## src/rtl/frame_copy_pkg.sv

```systemverilog
`default_nettype none
// ============================================================================
// Module   : frame_copy_pkg
// Purpose  : Shared frame geometry, default sizes and FSM state encoding
//            for the frame copy engine.
// Revision : 1.0 - initial release
// ============================================================================
package frame_copy_pkg;

    localparam int FRAME_W        = 320;
    localparam int FRAME_H        = 240;
    localparam int DEFAULT_PIXELS = FRAME_W * FRAME_H;
    localparam int DEFAULT_DATA_W = 8;

    typedef enum logic [1:0] {
        IDLE   = 2'd0,
        STREAM = 2'd1,
        DRAIN  = 2'd2,
        FINISH = 2'd3
    } state_t;

endpackage
`default_nettype wire

```

## src/rtl/lat_pipe.sv

```systemverilog
`default_nettype none
// ============================================================================
// Module   : lat_pipe
// Purpose  : DEPTH-stage valid + data shift register with synchronous flush.
//            Carries each issued read address alongside the source memory
//            latency so the write side needs no counters of its own.
// Revision : 1.0 - initial release
// ============================================================================
module lat_pipe #(
    parameter int DEPTH = 2,
    parameter int WIDTH = 17
) (
    input  logic             clk,
    input  logic             rst_n,
    input  logic             flush,
    input  logic             in_valid,
    input  logic [WIDTH-1:0] in_data,
    output logic             out_valid,
    output logic [WIDTH-1:0] out_data
);

    logic             r_valid [DEPTH];
    logic [WIDTH-1:0] r_data  [DEPTH];

    // Shift valid/data one stage per cycle; flush empties every stage at once
    always_ff @(posedge clk or negedge rst_n) begin
        if (!rst_n) begin
            for (int i = 0; i < DEPTH; i++) begin
                r_valid[i] <= 1'b0;
                r_data[i]  <= '0;
            end
        end else if (flush) begin
            for (int i = 0; i < DEPTH; i++) begin
                r_valid[i] <= 1'b0;
                r_data[i]  <= '0;
            end
        end else begin
            r_valid[0] <= in_valid;
            r_data[0]  <= in_data;
            for (int i = 1; i < DEPTH; i++) begin
                r_valid[i] <= r_valid[i-1];
                r_data[i]  <= r_data[i-1];
            end
        end
    end

    assign out_valid = r_valid[DEPTH-1];
    assign out_data  = r_data[DEPTH-1];

endmodule
`default_nettype wire

```

## src/rtl/frame_copy_engine.sv

```systemverilog
`default_nettype none
// ============================================================================
// Module   : frame_copy_engine
// Purpose  : Streams PIXELS words from a source memory to a destination
//            memory at one pixel per cycle. The read address is delayed by
//            RD_LAT stages so each write pairs with its returning read data.
//            Optional macro FRAME_COPY_CLEAR_EN adds a fill mode (clear,
//            fill_color) that writes a constant without reading the source.
// Revision : 1.0 - initial release
// ============================================================================
module frame_copy_engine
    import frame_copy_pkg::*;
#(
    parameter int PIXELS = DEFAULT_PIXELS,
    parameter int ADDR_W = 17,
    parameter int DATA_W = DEFAULT_DATA_W,
    parameter int RD_LAT = 2
) (
    input  logic              clk,
    input  logic              rst_n,
    input  logic              start,
    input  logic              abort,
`ifdef FRAME_COPY_CLEAR_EN
    input  logic              clear,
    input  logic [DATA_W-1:0] fill_color,
`endif
    output logic              rd_en,
    output logic [ADDR_W-1:0] rd_addr,
    input  logic [DATA_W-1:0] rd_data,
    output logic              wr_en,
    output logic [ADDR_W-1:0] wr_addr,
    output logic [DATA_W-1:0] wr_data,
    output logic              busy,
    output logic              done
);

    localparam logic [ADDR_W-1:0] LAST_ADDR = ADDR_W'(PIXELS - 1);

    state_t             r_state;
    state_t             w_next;
    logic               r_issue;        // rd_addr holds a live address this cycle
    logic               w_abort;
    logic               w_last_issue;
    logic               w_last_write;
    logic               w_pipe_valid;
    logic [ADDR_W-1:0]  w_pipe_addr;
    logic               w_clear_start;
    logic               w_clear_mode;
    logic [DATA_W-1:0]  w_fill;

`ifdef FRAME_COPY_CLEAR_EN
    logic r_clear_mode;

    // Capture the job type when a start is accepted; held for the whole job
    always_ff @(posedge clk or negedge rst_n) begin
        if (!rst_n) begin
            r_clear_mode <= 1'b0;
        end else if (r_state == IDLE && w_next == STREAM) begin
            r_clear_mode <= clear;
        end
    end

    assign w_clear_start = clear;
    assign w_clear_mode  = r_clear_mode;
    assign w_fill        = fill_color;
`else
    assign w_clear_start = 1'b0;
    assign w_clear_mode  = 1'b0;
    assign w_fill        = '0;
`endif

    assign w_abort      = abort && (r_state == STREAM || r_state == DRAIN);
    assign w_last_issue = r_issue && (rd_addr == LAST_ADDR);
    assign w_last_write = w_pipe_valid && (w_pipe_addr == LAST_ADDR);

    lat_pipe #(
        .DEPTH (RD_LAT),
        .WIDTH (ADDR_W)
    ) u_lat_pipe (
        .clk       (clk),
        .rst_n     (rst_n),
        .flush     (w_abort),
        .in_valid  (rd_en),
        .in_data   (rd_addr),
        .out_valid (w_pipe_valid),
        .out_data  (w_pipe_addr)
    );

    // State register
    always_ff @(posedge clk or negedge rst_n) begin
        if (!rst_n) begin
            r_state <= IDLE;
        end else begin
            r_state <= w_next;
        end
    end

    // Next-state: abort beats start in IDLE; fill jobs skip DRAIN (no read latency)
    always_comb begin
        w_next = r_state;
        case (r_state)
            IDLE: begin
                if (start && !abort) begin
                    w_next = STREAM;
                end
            end
            STREAM: begin
                if (abort) begin
                    w_next = IDLE;
                end else if (w_last_issue) begin
                    w_next = w_clear_mode ? FINISH : DRAIN;
                end
            end
            DRAIN: begin
                if (abort) begin
                    w_next = IDLE;
                end else if (w_last_write) begin
                    w_next = FINISH;
                end
            end
            FINISH:  w_next = IDLE;
            default: w_next = IDLE;
        endcase
    end

    // Registered outputs: read issue, write presentation and status flags
    always_ff @(posedge clk or negedge rst_n) begin
        if (!rst_n) begin
            r_issue <= 1'b0;
            rd_en   <= 1'b0;
            rd_addr <= '0;
            wr_en   <= 1'b0;
            wr_addr <= '0;
            wr_data <= '0;
            busy    <= 1'b0;
            done    <= 1'b0;
        end else begin
            busy    <= (w_next != IDLE);
            done    <= (r_state == FINISH);
            r_issue <= (w_next == STREAM);

            if (r_state == IDLE) begin
                rd_addr <= '0;
                rd_en   <= (w_next == STREAM) && !w_clear_start;
            end else if (w_next == STREAM) begin
                rd_addr <= rd_addr + ADDR_W'(1);
                rd_en   <= !w_clear_mode;
            end else begin
                rd_en   <= 1'b0;
            end

            if (w_abort) begin
                wr_en <= 1'b0;
            end else if (w_clear_mode) begin
                wr_en <= r_issue;
                if (r_issue) begin
                    wr_addr <= rd_addr;
                    wr_data <= w_fill;
                end
            end else begin
                wr_en <= w_pipe_valid;
                if (w_pipe_valid) begin
                    wr_addr <= w_pipe_addr;
                    wr_data <= rd_data;
                end
            end
        end
    end

endmodule
`default_nettype wire

```

## config.mk

```make
export PLATFORM = sky130hd
export DESIGN_NAME = frame_copy_engine
export DESIGN_NICKNAME = d
export VERILOG_FILES = /design/src/rtl/frame_copy_pkg.sv /design/src/rtl/lat_pipe.sv /design/src/rtl/frame_copy_engine.sv
export SDC_FILE = /design/constraint.sdc
export NUM_CORES = 1
export LEC_CHECK = 0
export CORE_ASPECT_RATIO = 1.25
export CORE_MARGIN = 2
export CORE_UTILIZATION = 50
export CTS_BUF_LIST = sky130_fd_sc_hd__clkbuf_4 sky130_fd_sc_hd__clkbuf_8 sky130_fd_sc_hd__clkbuf_16
export DETAILED_ROUTE_END_ITERATION = 6
export PLACE_DENSITY = 0.85
export SLEW_MARGIN = 25
export SYNTH_ARGS = -nofsm -noshare
export SYNTH_HDL_FRONTEND = slang
export SYNTH_HIERARCHICAL = 1
export SYNTH_SLANG_ARGS = --single-unit
export TNS_END_PERCENT = 50
```

## constraint.sdc

```tcl
create_clock -name clk -period 5.14 [get_ports clk]
set_clock_uncertainty 0.05 [all_clocks]
set_input_delay 0.514 -clock clk [delete_from_list [all_inputs] [get_ports clk]]
set_output_delay 0.514 -clock clk [all_outputs]
set_load 0.005 [all_outputs]
```

-- After elaboration in Yosys (flattened, before gate mapping)
Cells that the tools add are included.
- add/subtract/negate cells: 1
- equal/unequal tests: 6
- mux-type cells: 13
- bitwise operators: 1
- reduce and logical (&&, ||, !) cells: 10
- operators by type and width (operator ; number):
    $eq A17 B17 Y1 const B ; 2
    $mux W17 ; 2
    $mux W34 ; 1
    $add A17 B1 Y17 const B ; 1
    $mux W2 ; 6
    $pmux W2 S4 ; 1
    $eq A2 B1 Y1 const B ; 2
    $eq A2 B2 Y1 const B ; 2
    $logic_and A1 B1 Y1 ; 4
    $reduce_bool A2 Y1 ; 2
    $mux W1 ; 3
    $logic_not A2 Y1 ; 1
    $reduce_and A2 Y1 ; 1
    $logic_not A1 Y1 ; 1
    $logic_or A1 B1 Y1 ; 1
    $not A1 Y1 ; 1
- register bits after elaboration: 85
- input port bits: 12
- output and inout port bits: 46
- word-level logic and storage cells: 44

-- Depth between registers and ports, before layout
- word-level depth: 8
- mapped depth: 11
- gate-level depth less buffers: 9

-- Modules after synthesis
The synthesis kept the hierarchy.
- by module, submodules not included (module ; instances ; cells each ; area each (sq um) ; sequential area each (sq um)):
    frame_copy_engine ; 1 ; 193 ; 2287.2 ; 1201.2
    lat_pipe ; 1 ; 92 ; 1302.5 ; 900.9

-- Worst setup path before layout
OpenSTA, ideal clock, no wires.
- kind: flip-flop to flip-flop
- from: register r_state[0]
- to: register rd_addr[14]
- library setup time: 0.125 ns
- data arrival time: 2.251 ns
- required time: 4.965 ns
- slack: 2.714 ns
- stages on the path, launching flop included: 10
- path buffers: 0
- period minus slack after synthesis: 2.426 ns
- cell sequence: dfrtp_1 inv_1 ha_1 nand4b_1 or4_4 nor3_4 o211ai_4 nor3_2 nand3_1 mux2_4
- word-level cells in the longest chain between the ends: 5
- elaborated cells between the ends (all ways): 13
- classes of those cells: eq/ne: 4; mux: 7; reduce/logical: 2
- ends and longest elaborated chain (element ; line ; text):
    start, declared ; frame_copy_engine.sv:39 ; state_t r_state;
    start signal, assigned ; frame_copy_engine.sv:94 ; r_state <= w_next;
    $mux W2, on equally long branches ; frame_copy_engine.sv:117, frame_copy_engine.sv:110 ;
    $mux W2, on equally long branches ; frame_copy_engine.sv:115, frame_copy_engine.sv:108 ;
    $pmux W2 S4 ; frame_copy_engine.sv:101 ; case (r_state)
    $eq A2 B1 Y1 ; frame_copy_engine.sv:145 ; end else if (w_next == STREAM) begin
    $reduce_bool A2 Y1 (no source line) ; n/a ;
    end signal, assigned ; frame_copy_engine.sv:146 ; rd_addr <= rd_addr + ADDR_W'(1);
    end, declared ; frame_copy_engine.sv:28 ; output logic [ADDR_W-1:0] rd_addr,
Several ways; a longest one is shown, not always the timed one.
A chain may end at the register's enable or synchronous reset.

-- Worst setup path in the final report
- from: register r_state[0]
- to: register rd_addr[16]
Same word-level chain as after synthesis.

==> impl_metrics.tcl <==
set metrics [dict create \
    fp.dieH_um 98.73 \
    overflow 0 \
    r2r_end "rd_addr[16]" \
    comb_power_share_pct 16.9 \
    clock_latency_ns 0.35 \
    reg2reg_depth 8 \
    p_sw_uw 366.8 \
    root_buffer "clkbuf_8" \
    htreeDepth 3 \
    core_region_area_mm2 0.006977 \
    io_pins 58 \
    ys_warn_count 6 \
    fin_crit_sh_pct 60.85 \
    ys_seq_area_share_pct 58.56 \
    slew_violations 0 \
    syn-num-nets 302 \
    cts_resized 0 \
    switching_share_pct 26.46 \
    synthCells 285 \
    final_cells 421 \
    power_density_mw_per_mm2 325.3 \
    grt_pass1_vias 2248 \
    r2r_setup_slack_ns 2.01 \
    cts_made_buffers 9 \
    relSlewSlack_pct 43.80 \
    whs_ns 0.1337 \
    dpl_cell_area_mm2 0.004079 \
    antenna_found_initial 0 \
    ir_worst_vdd_mv 0.1632 \
    drtAntennaViolNets 0 \
    num_rows 34 \
    dr_wl_met3_um 392 \
    design_area_mm2 0.004262 \
    post-route-util_pct 61.08 \
    viasPerCell 5.285 \
    hold_class "input port to asynchronous set/reset pin" \
    p_leak_nw 1.909 \
    drt-total-wl_um 6391 \
    drive_gt1_share_pct 19.34 \
    syn_to_final_growth_pct 18.72 \
    hpwl_um 4160 \
    synth.distinct_cells 40 \
    cts_buffer_depth 2 \
    final-hold-violation-count 0 \
    layout_commonest_cell "dfrtp_1" \
    worst_pin_slew_ns 0.8430 \
    drt_iter0_markers 121 \
    clock-sinks 84 \
    cts_hold_buf 0 \
    power_frac_seq_pct 52.5 \
    dr.max_layer_used "met4" \
    max_freq_mhz 319.7 \
    dieArea_mm2 0.007877 \
    critPathCaptureType "flop" \
    critPathRequiredTime_ns 5.32 \
    reg2reg_from "r_state[0]" \
    drtPass1Iterations 4 \
    power.internal_mw 1.019 \
    min_period_ns 3.128 \
    antennaDiodeCount 0 \
    path_class "flop to flop" \
    wl_per_cell_um 15.18 \
    m1WireLength_um 2743 \
    grt_pass1_wl_um 10660 \
    status "finished clean" \
    die_w_um 79.79 \
    placedCellCount 405 \
    grt_start_max_net_pins 85 \
    clkPwrFrac_pct 30.6 \
    final_cell_mix "dfrtp_1, clkdlybuf4s50_1, nor2b_1" \
    cap_viol_max_count 0 \
    critPathArrivalTime_ns 3.31 \
    cp_max_fo 24 \
    fillCellCount 573 \
    synth.ff_latch_count 84 \
    fin_setup_tns_ns 0 \
    critPathLaunchType "flop" \
    setup_viol 0 \
    cts_setup_buffers 0 \
    rsz0062_at_grt "no" \
    met2WireLength_um 3115 \
    cts_tree "yes" \
    place.port_buffers 57 \
    place_congestion 0.8188 \
    track_usage_pct 17.49 \
    fin_nets 343 \
    clkSlewWorstSetupHoldPaths_ns 0.08 \
    drc 0 \
    syn_area_per_cell_um2 12.60 \
    synth_area_mm2 0.003590 \
    initial_utilization_pct 51.45 \
    route.vias.total 2225 \
]
[worst max-delay path, stage by stage, from the launching register on]
cell	delay (ns)
dfrtp_1	0.42
inv_1	0.13
ha_1	0.73
o32ai_1	0.24
and4b_1	0.23
a211o_2	0.49
nor2_4	0.23
nand4_1	0.14
mux2_1	0.36
[stage by stage]
step                setup slack [ns]  total power [mW]
finish                         2.012             1.386
global route                   1.875             1.455
CTS                            2.038             1.398
detailed placement             2.059            0.9793
global placement               2.150            0.9662
floorplan                      2.714            0.8618
[final cells by class]
| class | count | area (um^2) | area share, % |
|---|---|---|---|
| Timing Repair Buffer | 58 | 579.3 | 13.59 |
| Inverter | 6 | 22.52 | 0.5285 |
| Sequential cell | 84 | 2102 | 49.32 |
| Clock buffer | 10 | 131.4 | 3.083 |
| Tap cell | 90 | 112.6 | 2.642 |
| Clock inverter | 6 | 47.55 | 1.116 |
| Multi-Input combinational cell | 167 | 1266 | 29.71 |
[per-layer routing]
layer	global-route usage [%]	up-vias
met1	23.83	1094
met2	26.50	95
met5	0	-
met3	2.839	17
met4	10.30	0
li1	-	1019
[cell usage after synthesis, drive strengths merged]
master   count  share of area (%)
a211o        1               0.28
a21oi        4               0.56
a31o         1               0.24
and2         2               0.35
and2b        6                1.5
and3         1               0.17
and4         1               0.24
and4b        2               0.56
buf         24                5.3
clkbuf       4               0.42
dfrtp       84                 59
ha           5                1.7
inv          6               0.63
mux2        27                8.6
nand2       13                1.4
nand2b       2               0.35
nand3        7               0.98
nand4        5               0.87
nand4b       1               0.24
nand4bb      1               0.31
nor2        20                2.3
nor2b       34                5.9
nor3         9                2.4
nor4         3               0.70
nor4bb       1               0.28
o211ai       1               0.59
o21ai        2               0.28
o31ai        3               0.63
o32ai        1               0.24
or4          3               0.73
xnor2       11                2.7
[sequential cells by signal (all words and copies together) (netlist names), 2 cells and up]
| signal | count |
|---|---|
| u_lat_pipe/r_data | 17 |
| wr_addr | 17 |
| r_state | 2 |
| wr_data | 8 |
| u_lat_pipe/out_data | 17 |
| rd_addr | 17 |
[cell families after synthesis]
kind of cell / Yosys count / share of synthesized area (%)
simple gates: 111 / 19.24
flops: 84 / 58.56
buf+inv: 34 / 6.378
mux: 27 / 8.574
compound gates: 13 / 2.823
xor+xnor: 11 / 2.684
fa+ha+maj: 5 / 1.743
[how the worst max path moves through the flow]
stage | startpoint | end | slack [ns] | cells past startpoint
2_1_floorplan | r_state[0] | rd_addr[14] | 2.71 | 9
3_3_place_gp | abort | wr_data[0] | 2.15 | 5
3_5_place_dp | r_state[0] | rd_addr[14] | 2.06 | 8
4_1_cts | r_state[0] | rd_addr[14] | 2.04 | 8
5_1_grt | r_state[0] | rd_addr[14] | 1.88 | 8
6_report | r_state[0] | rd_addr[16] | 2.01 | 8
[power groups by stage]
stage                     registers (mW)  clock network (mW)  logic [mW]
after floorplan                    0.744                   0       0.118
after global placement             0.739                   0       0.228
after detailed placement           0.743                   0       0.237
after CTS                          0.729               0.432       0.238
after global routing               0.733               0.467       0.255
final                              0.728               0.424       0.234
No activity file was read; power rests on OpenSTA's default activity.
